[src/rtl/freq_meter_pkg.sv]
// Shared constants for the gated frequency meter: FSM state encodings and the default clock rate.
package freq_meter_pkg;

   localparam int DEFAULT_CLK_HZ = 100_000_000;

   localparam logic [0:0] ST_IDLE = 1'b0;
   localparam logic [0:0] ST_GATE = 1'b1;

endpackage

[src/rtl/freq_meter_sig_sync_edge.sv]
// sig_sync_edge: 2-flop synchronizer, optional glitch filter (FREQ_METER_GLITCH_FILTER_EN), rising-edge detect.
// o_rise is high for 1 clk; the edge counter sees it 3 clks after sampling (4 with the filter).
module sig_sync_edge (
   input  logic clk,
   input  logic reset,
   input  logic i_async,
   output logic o_level,
   output logic o_rise
);

   logic sync1;
   logic sync2;
   logic level_d;

   always_ff @(posedge clk or negedge reset) begin
      if (!reset) begin
         sync1 <= 1'b0;
         sync2 <= 1'b0;
      end else begin
         sync1 <= i_async;
         sync2 <= sync1;
      end
   end

`ifdef FREQ_METER_GLITCH_FILTER_EN
   logic sync2_d;

   // The level only follows sync2 once it has held the same value on two consecutive clks.
   always_ff @(posedge clk or negedge reset) begin
      if (!reset) begin
         sync2_d <= 1'b0;
         o_level <= 1'b0;
      end else begin
         sync2_d <= sync2;
         if (sync2 == sync2_d)
            o_level <= sync2;
      end
   end
`else
   always_ff @(posedge clk or negedge reset) begin
      if (!reset)
         o_level <= 1'b0;
      else
         o_level <= sync2;
   end
`endif

   always_ff @(posedge clk or negedge reset) begin
      if (!reset)
         level_d <= 1'b0;
      else
         level_d <= o_level;
   end

   assign o_rise = o_level & ~level_d;

endmodule

[src/rtl/freq_meter.sv]
// freq_meter: counts i_sig rising edges over GATE_CYCLES clks, one-shot or back-to-back windows.
// Results sit on a valid/ready register; a new result overwrites an unaccepted one and pulses o_drop.
module freq_meter
   import freq_meter_pkg::*;
#(
   parameter int CLK_HZ      = DEFAULT_CLK_HZ,
   parameter int GATE_CYCLES = CLK_HZ,
   parameter int CNT_W       = 32
) (
   input  logic             clk,
   input  logic             reset,
   input  logic             i_sig,
   input  logic             i_start,
   input  logic             i_cont,
   input  logic             i_ready,
   output logic [CNT_W-1:0] o_count,
   output logic             o_ovf,
   output logic             o_valid,
   output logic             o_drop,
   output logic             o_busy
);

   localparam int GATE_W = $clog2(GATE_CYCLES);
   localparam logic [GATE_W-1:0] GATE_LAST = GATE_W'(GATE_CYCLES - 1);

   logic [0:0]       state;
   logic [GATE_W-1:0] gate_cnt;
   logic [CNT_W-1:0] edge_cnt;
   logic             sat;
   logic             sig_level;
   logic             sig_rise;
   logic             edge_hit;
   logic             cnt_full;
   logic [CNT_W-1:0] cnt_next;
   logic             ovf_next;

   sig_sync_edge u_sync (
      .clk     (clk),
      .reset   (reset),
      .i_async (i_sig),
      .o_level (sig_level),
      .o_rise  (sig_rise)
   );

   // A rise always coincides with a high level, so the qualifier never masks a real edge.
   assign edge_hit = sig_rise & sig_level;
   assign cnt_full = &edge_cnt;
   assign cnt_next = (edge_hit && !cnt_full) ? edge_cnt + CNT_W'(1) : edge_cnt;
   assign ovf_next = sat | (edge_hit & cnt_full);
   assign o_busy   = (state == ST_GATE);

   always_ff @(posedge clk or negedge reset) begin
      if (!reset) begin
         state    <= ST_IDLE;
         gate_cnt <= '0;
         edge_cnt <= '0;
         sat      <= 1'b0;
         o_count  <= '0;
         o_ovf    <= 1'b0;
         o_valid  <= 1'b0;
         o_drop   <= 1'b0;
      end else begin
         o_drop <= 1'b0;
         if (o_valid && i_ready)
            o_valid <= 1'b0;

         case (state)
            ST_IDLE: begin
               if (i_start || i_cont) begin
                  state    <= ST_GATE;
                  gate_cnt <= '0;
                  edge_cnt <= '0;
                  sat      <= 1'b0;
               end
            end
            default: begin
               if (gate_cnt == GATE_LAST) begin
                  // Latch overrides a same-cycle accept, so o_valid stays high with fresh data.
                  o_count  <= cnt_next;
                  o_ovf    <= ovf_next;
                  o_valid  <= 1'b1;
                  o_drop   <= o_valid & ~i_ready;
                  gate_cnt <= '0;
                  edge_cnt <= '0;
                  sat      <= 1'b0;
                  if (!i_cont)
                     state <= ST_IDLE;
               end else begin
                  gate_cnt <= gate_cnt + GATE_W'(1);
                  edge_cnt <= cnt_next;
                  sat      <= ovf_next;
               end
            end
         endcase
      end
   end

endmodule
[config.mk]
export PLATFORM = sky130hd
export DESIGN_NAME = freq_meter
export DESIGN_NICKNAME = d
export VERILOG_FILES = /design/src/rtl/freq_meter_pkg.sv /design/src/rtl/freq_meter_sig_sync_edge.sv /design/src/rtl/freq_meter.sv
export SDC_FILE = /design/constraint.sdc
export NUM_CORES = 1
export LEC_CHECK = 0
export CORE_MARGIN = 1
export CORE_UTILIZATION = 58
export DETAILED_ROUTE_END_ITERATION = 10
export PLACE_DENSITY = 0.8
export SLEW_MARGIN = 20
export SYNTH_ARGS = -nofsm -noshare
export SYNTH_HDL_FRONTEND = slang
export SYNTH_SLANG_ARGS = --single-unit
[constraint.sdc]
create_clock -name clk -period 2.9 [get_ports clk]
set_input_delay 0.58 -clock clk [delete_from_list [all_inputs] [get_ports clk]]
set_output_delay 0.58 -clock clk [all_outputs]
set_load 0.02 [all_outputs]
Word-level counts from Yosys, hierarchy flattened
Cells that the tools add are included.
- register bits: 100
- output and inout bits: 36
- word-level logic and storage cells: 48
- add/sub/neg operators: 2
- equality and inequality tests: 1
- multiplexer cells: 19
- bitwise gates (word level): 7
- reduce and logical (&&, ||, !) cells: 7
- operators by type and width (cell ; number):
    32-bit 2-to-1 mux ; 4
    27-bit 2-to-1 mux ; 3
    32-bit by 1-bit adder with 32-bit output, second input constant ; 1
    32-bit AND reduction ; 1
    27-bit by 1-bit adder with 27-bit output, second input constant ; 1
    27-bit equality test, second input constant ; 1
    1-bit 2-to-1 mux ; 12
    1-bit AND ; 4
    1-bit logical AND ; 2
    1-bit NOT ; 2
    2-bit AND reduction ; 1
    2-bit nonzero test ; 1
    1-bit zero test ; 1
    1-bit logical OR ; 1
    1-bit OR ; 1

Depth between registers and ports, before layout
- depth after elaboration: 7
- gate-level depth with buffers: 9
- mapped depth without buffers: 7

By module
From an unflattened synthesis, not the netlist that was laid out.
- cell total of the unflattened synthesis: 584
- area, all modules: 5203.7 sq um
- by module, submodules not included (module ; instances ; cells an instance ; area an instance (sq um) ; seq. area each (sq um)):
    freq_meter ; 1 ; 579 ; 5089.9 ; 2402.3
    sig_sync_edge ; 1 ; 5 ; 113.9 ; 100.1

Worst setup path before layout
Ideal clock, no wire load.
- path kind: register -> register
- from: reg gate_cnt[0]
- to: reg edge_cnt[24]
- library setup time: 0.138 ns
- arrival: 2.162 ns
- required time: 2.762 ns
- slack: 0.599 ns
- cell stages (with the launch flop): 10
- path buffers: 3
- cells stage by stage: dfrtp_1 ha_1 nand3_1 or3_1 o41a_1 buf_2 buf_2 clkbuf_1 a21oi_1 a31oi_1
- word-level cells in the longest chain between the ends: 3
- ends and longest elaborated chain (item ; RTL line ; source):
    start, declared ; freq_meter.sv:27 ; logic [GATE_W-1:0] gate_cnt;
    start signal, assigned ; freq_meter.sv:89 ; gate_cnt <= gate_cnt + GATE_W'(1);
    27-bit equality test ; freq_meter.sv:77 ; if (gate_cnt == GATE_LAST) begin
    32-bit 2-to-1 mux ; freq_meter.sv:77 ;
    32-bit 2-to-1 mux ; freq_meter.sv:67 ; case (state)
    end signal, assigned ; freq_meter.sv:90 ; edge_cnt <= cnt_next;
    end, declared ; freq_meter.sv:28 ; logic [CNT_W-1:0] edge_cnt;
Every way passes these cells.
A chain may end at the register's enable or synchronous reset.

Final worst setup path
- from: reg gate_cnt[0]
- to: reg edge_cnt[29]
Same word-level chain as after synthesis.

==> flow_summary.yaml <==
routing:
  final_antenna_net_count: 0
  drc: 0
  dr.pass1.iters: 5
  drt-vias-per-instance: 6.15
  vias: 4445
  drtIter0Drc: 243
  wl_mm: 11.7
  wl_per_cell_um: 16.1
die:
  num_rows: 33
  initial_core_util: 0.612
  io_pins: 42
  fp.dieH_um: 96.0
  die_area_um2: 9220
  coreArea_um2: 8380
  die_w_um: 96.0
timing:
  period_share: 0.920
  final-hold-violation-count: 0
  finalClockSkew_ps: 11.2
  tightest_slew_ps: 799
  fmax_mhz: 375
  maxSlewHeadroom: 0.463
  rsz0062_at_grt: "false"
  final_max_slew_viol_count: 0
  fin_crit_ps: 2670
  setup_viol_count_final: 0
  tns_ps: 0
clocking:
  cts_resized: 0
  insertion_delay_ps: 370
  ctsHoldBuffers: 0
  cts_tree: "yes"
  cts_htree_levels: 3
  cts-root-buf: "clkbuf_8"
  clkSinkCount: 100
  cts.path.max_buffers: 2
  cts_buffers: 9
  clk_pin_slew_worst_paths_ps: 100
  post_cts_buffers: 0
global_route:
  grt_max_degree: 51
  grt_pass1_vias: 4111
  antenna_found_initial: 0
  grt_overflow: 0
  grt_pass1_wl_mm: 19.6
  grt_usage: 0.275
synthesis:
  ys.flop_type: "dfrtp_1"
  synthTopCellsByCount: "dfrtp_1 (100), nand2_1 (96), o21ai_0 (87)"
  synth_area_um2: 5130
  synthCells: 576
  syn-num-nets: 584
  async_reset_ff_frac: 1.00
  synth_most_common_cell: "dfrtp_1"
  syn_avg_cell_area_um2: 8.91
  synthTopCellsByArea: "dfrtp_1 (49%), o21ai_0 (8.5%), nand2_1 (7.0%), xnor2_1 (3.6%), a31oi_1 (3.2%)"
  yosysSeqAreaShare: 0.488
  yosysTopAreaCellShare: 0.488
  ys_seq_elements: 100
  ys_types: 44
  yosys.area.top_type: "dfrtp_1"
  yosys_warnings: 0
  synth-edff-count: 0
pwr:
  p_per_area_nw_per_um2: 491
  peakVddDrop_uv: 436
  p_leak_nw: 2.41
worst_setup_path:
  cp_slowest_stage_delay_ps: 560
  start_kind: "flip-flop"
  worstReg2RegStart: "gate_cnt[0]"
  cp.required_ps: 3160
  startpoint: "gate_cnt[0]"
  crit_slowest_cell: "o41a_1"
  cp_cell_sequence: "ha_1, nand3_1, or3_1, o41a_1, buf_4, and2_0, mux2i_1, nand2_1"
  crit_fanout: 38
  critPathKind: "flip-flop to flip-flop"
  worstPathArrival_ps: 2930
  end_kind: "flip-flop"
final_layout:
  final_cells: 723
  n_fill_cell: 672
  diodes: 0
  nets: 621
  area_growth_pct: 14.8
  drive_gt1_frac: 0.0631
placed_design:
  placed_cells: 705
  io_buffers: 41
  place_congestion: 0.838
  dp_hpwl_mm: 8.12
run:
  maxCapViolations: 0
outcome:
  status: "finished, final reports clean"
min_path:
  hp-class: "input pin to asynchronous set/reset pin"
==> stage by stage <==
stage / hold WS, ps / total power [mW] / util / worst slack [ps] / cell area (µm²)
after floorplan: 284 / 1.97 / - / 599 / 5130
after global placement: 334 / 2.08 / 0.679 / 326 / 5690
after detailed placement: 350 / 2.11 / 0.679 / 171 / 5690
after CTS: 72.3 / 2.91 / 0.699 / 154 / 5860
after global routing: 81.0 / 3.04 / 0.702 / 61.4 / 5890
final: 70.5 / 2.89 / 0.702 / 231 / 5890
==> cell usage in the layout (no fill, tap or decap), types with 3 or more instances in the layout <==
cell type / instances
clkbuf_8: 9
xnor2_1: 21
buf_4: 13
and3_1: 15
a21o_1: 3
nand4_1: 17
inv_1: 5
nor3_1: 5
a31oi_1: 26
nor2_1: 34
buf_12: 3
nor2b_1: 3
nor4_1: 10
and4_1: 6
nand2_1: 96
dfrtp_1: 100
o31ai_1: 7
clkdlybuf4s50_1: 40
o21ai_0: 87
nand2b_1: 9
a21oi_1: 23
a22o_1: 6
xor2_1: 14
or3_1: 7
nand3_1: 21
or4_1: 4
==> sequential cells by signal (all words and copies together) (netlist names) <==
signal          flops
u_sync.sync2        1
gate_cnt           27
o_busy              1
u_sync.level_d      1
o_ovf               1
o_valid             1
o_count            32
o_drop              1
sat                 1
edge_cnt           32
u_sync.o_level      1
u_sync.sync1        1
==> layout make-up <==
cell class                      count  area [µm²]  area share
Sequential cell                   100        2500       0.425
Tap cell                          105         131      0.0223
Timing Repair Buffer               56         558      0.0948
Clock inverter                      5        37.5     0.00638
Multi-Input combinational cell    441        2510       0.426
Clock buffer                       11         131      0.0223
Inverter                            5        18.8     0.00319
==> worst max-delay path: cells and delay by family, from the launching register on <==
family	cells	cell delay [ps]
DFF	1	430
muxes	1	140
buffers and inverters	1	310
and+or+nand+nor	4	850
adders and majority gates	1	240
AOI/OAI and AO/OA	1	560
==> cell families after synthesis <==
logic type      Yosys count  synth area share
compound gates          160             0.180
xor+xnor                 35            0.0598
fa+ha+maj                 2           0.00488
buf+inv                  35            0.0266
flops                   100             0.488
mux                       2           0.00390
simple gates            242             0.237
==> path summary, 6_finish.rpt <==
| kind | endpoint | slack, ps | cells after the start |
|---|---|---|---|
| max in group asynchronous | edge_cnt[5] | 2100 | 2 |
| min in group clk | u_sync.sync2 | 380 | 0 |
| worst min-delay path | o_valid | 70 | 1 |
| worst max-delay path | edge_cnt[29] | 230 | 8 |
| worst max register to register | edge_cnt[29] | 230 | 8 |
| worst min register to register | u_sync.sync2 | 380 | 0 |
==> layer usage <==
metal / GRT usage / up-vias / wire length [µm]
li1: - / 2147 / -
met1: 0.365 / 2139 / 5220
met2: 0.458 / 143 / 5700
met3: 0.0442 / 16 / 562
met4: 0.0920 / 0 / 179
met5: 0 / - / 0
==> power breakdown <==
part,internal [mW],switching (mW),leakage [nW]
clock,0.316,0.489,0.0799
sequential,1.54,0.200,1.26
combinational,0.163,0.187,1.07
Power figures use the tool's default switching activity.
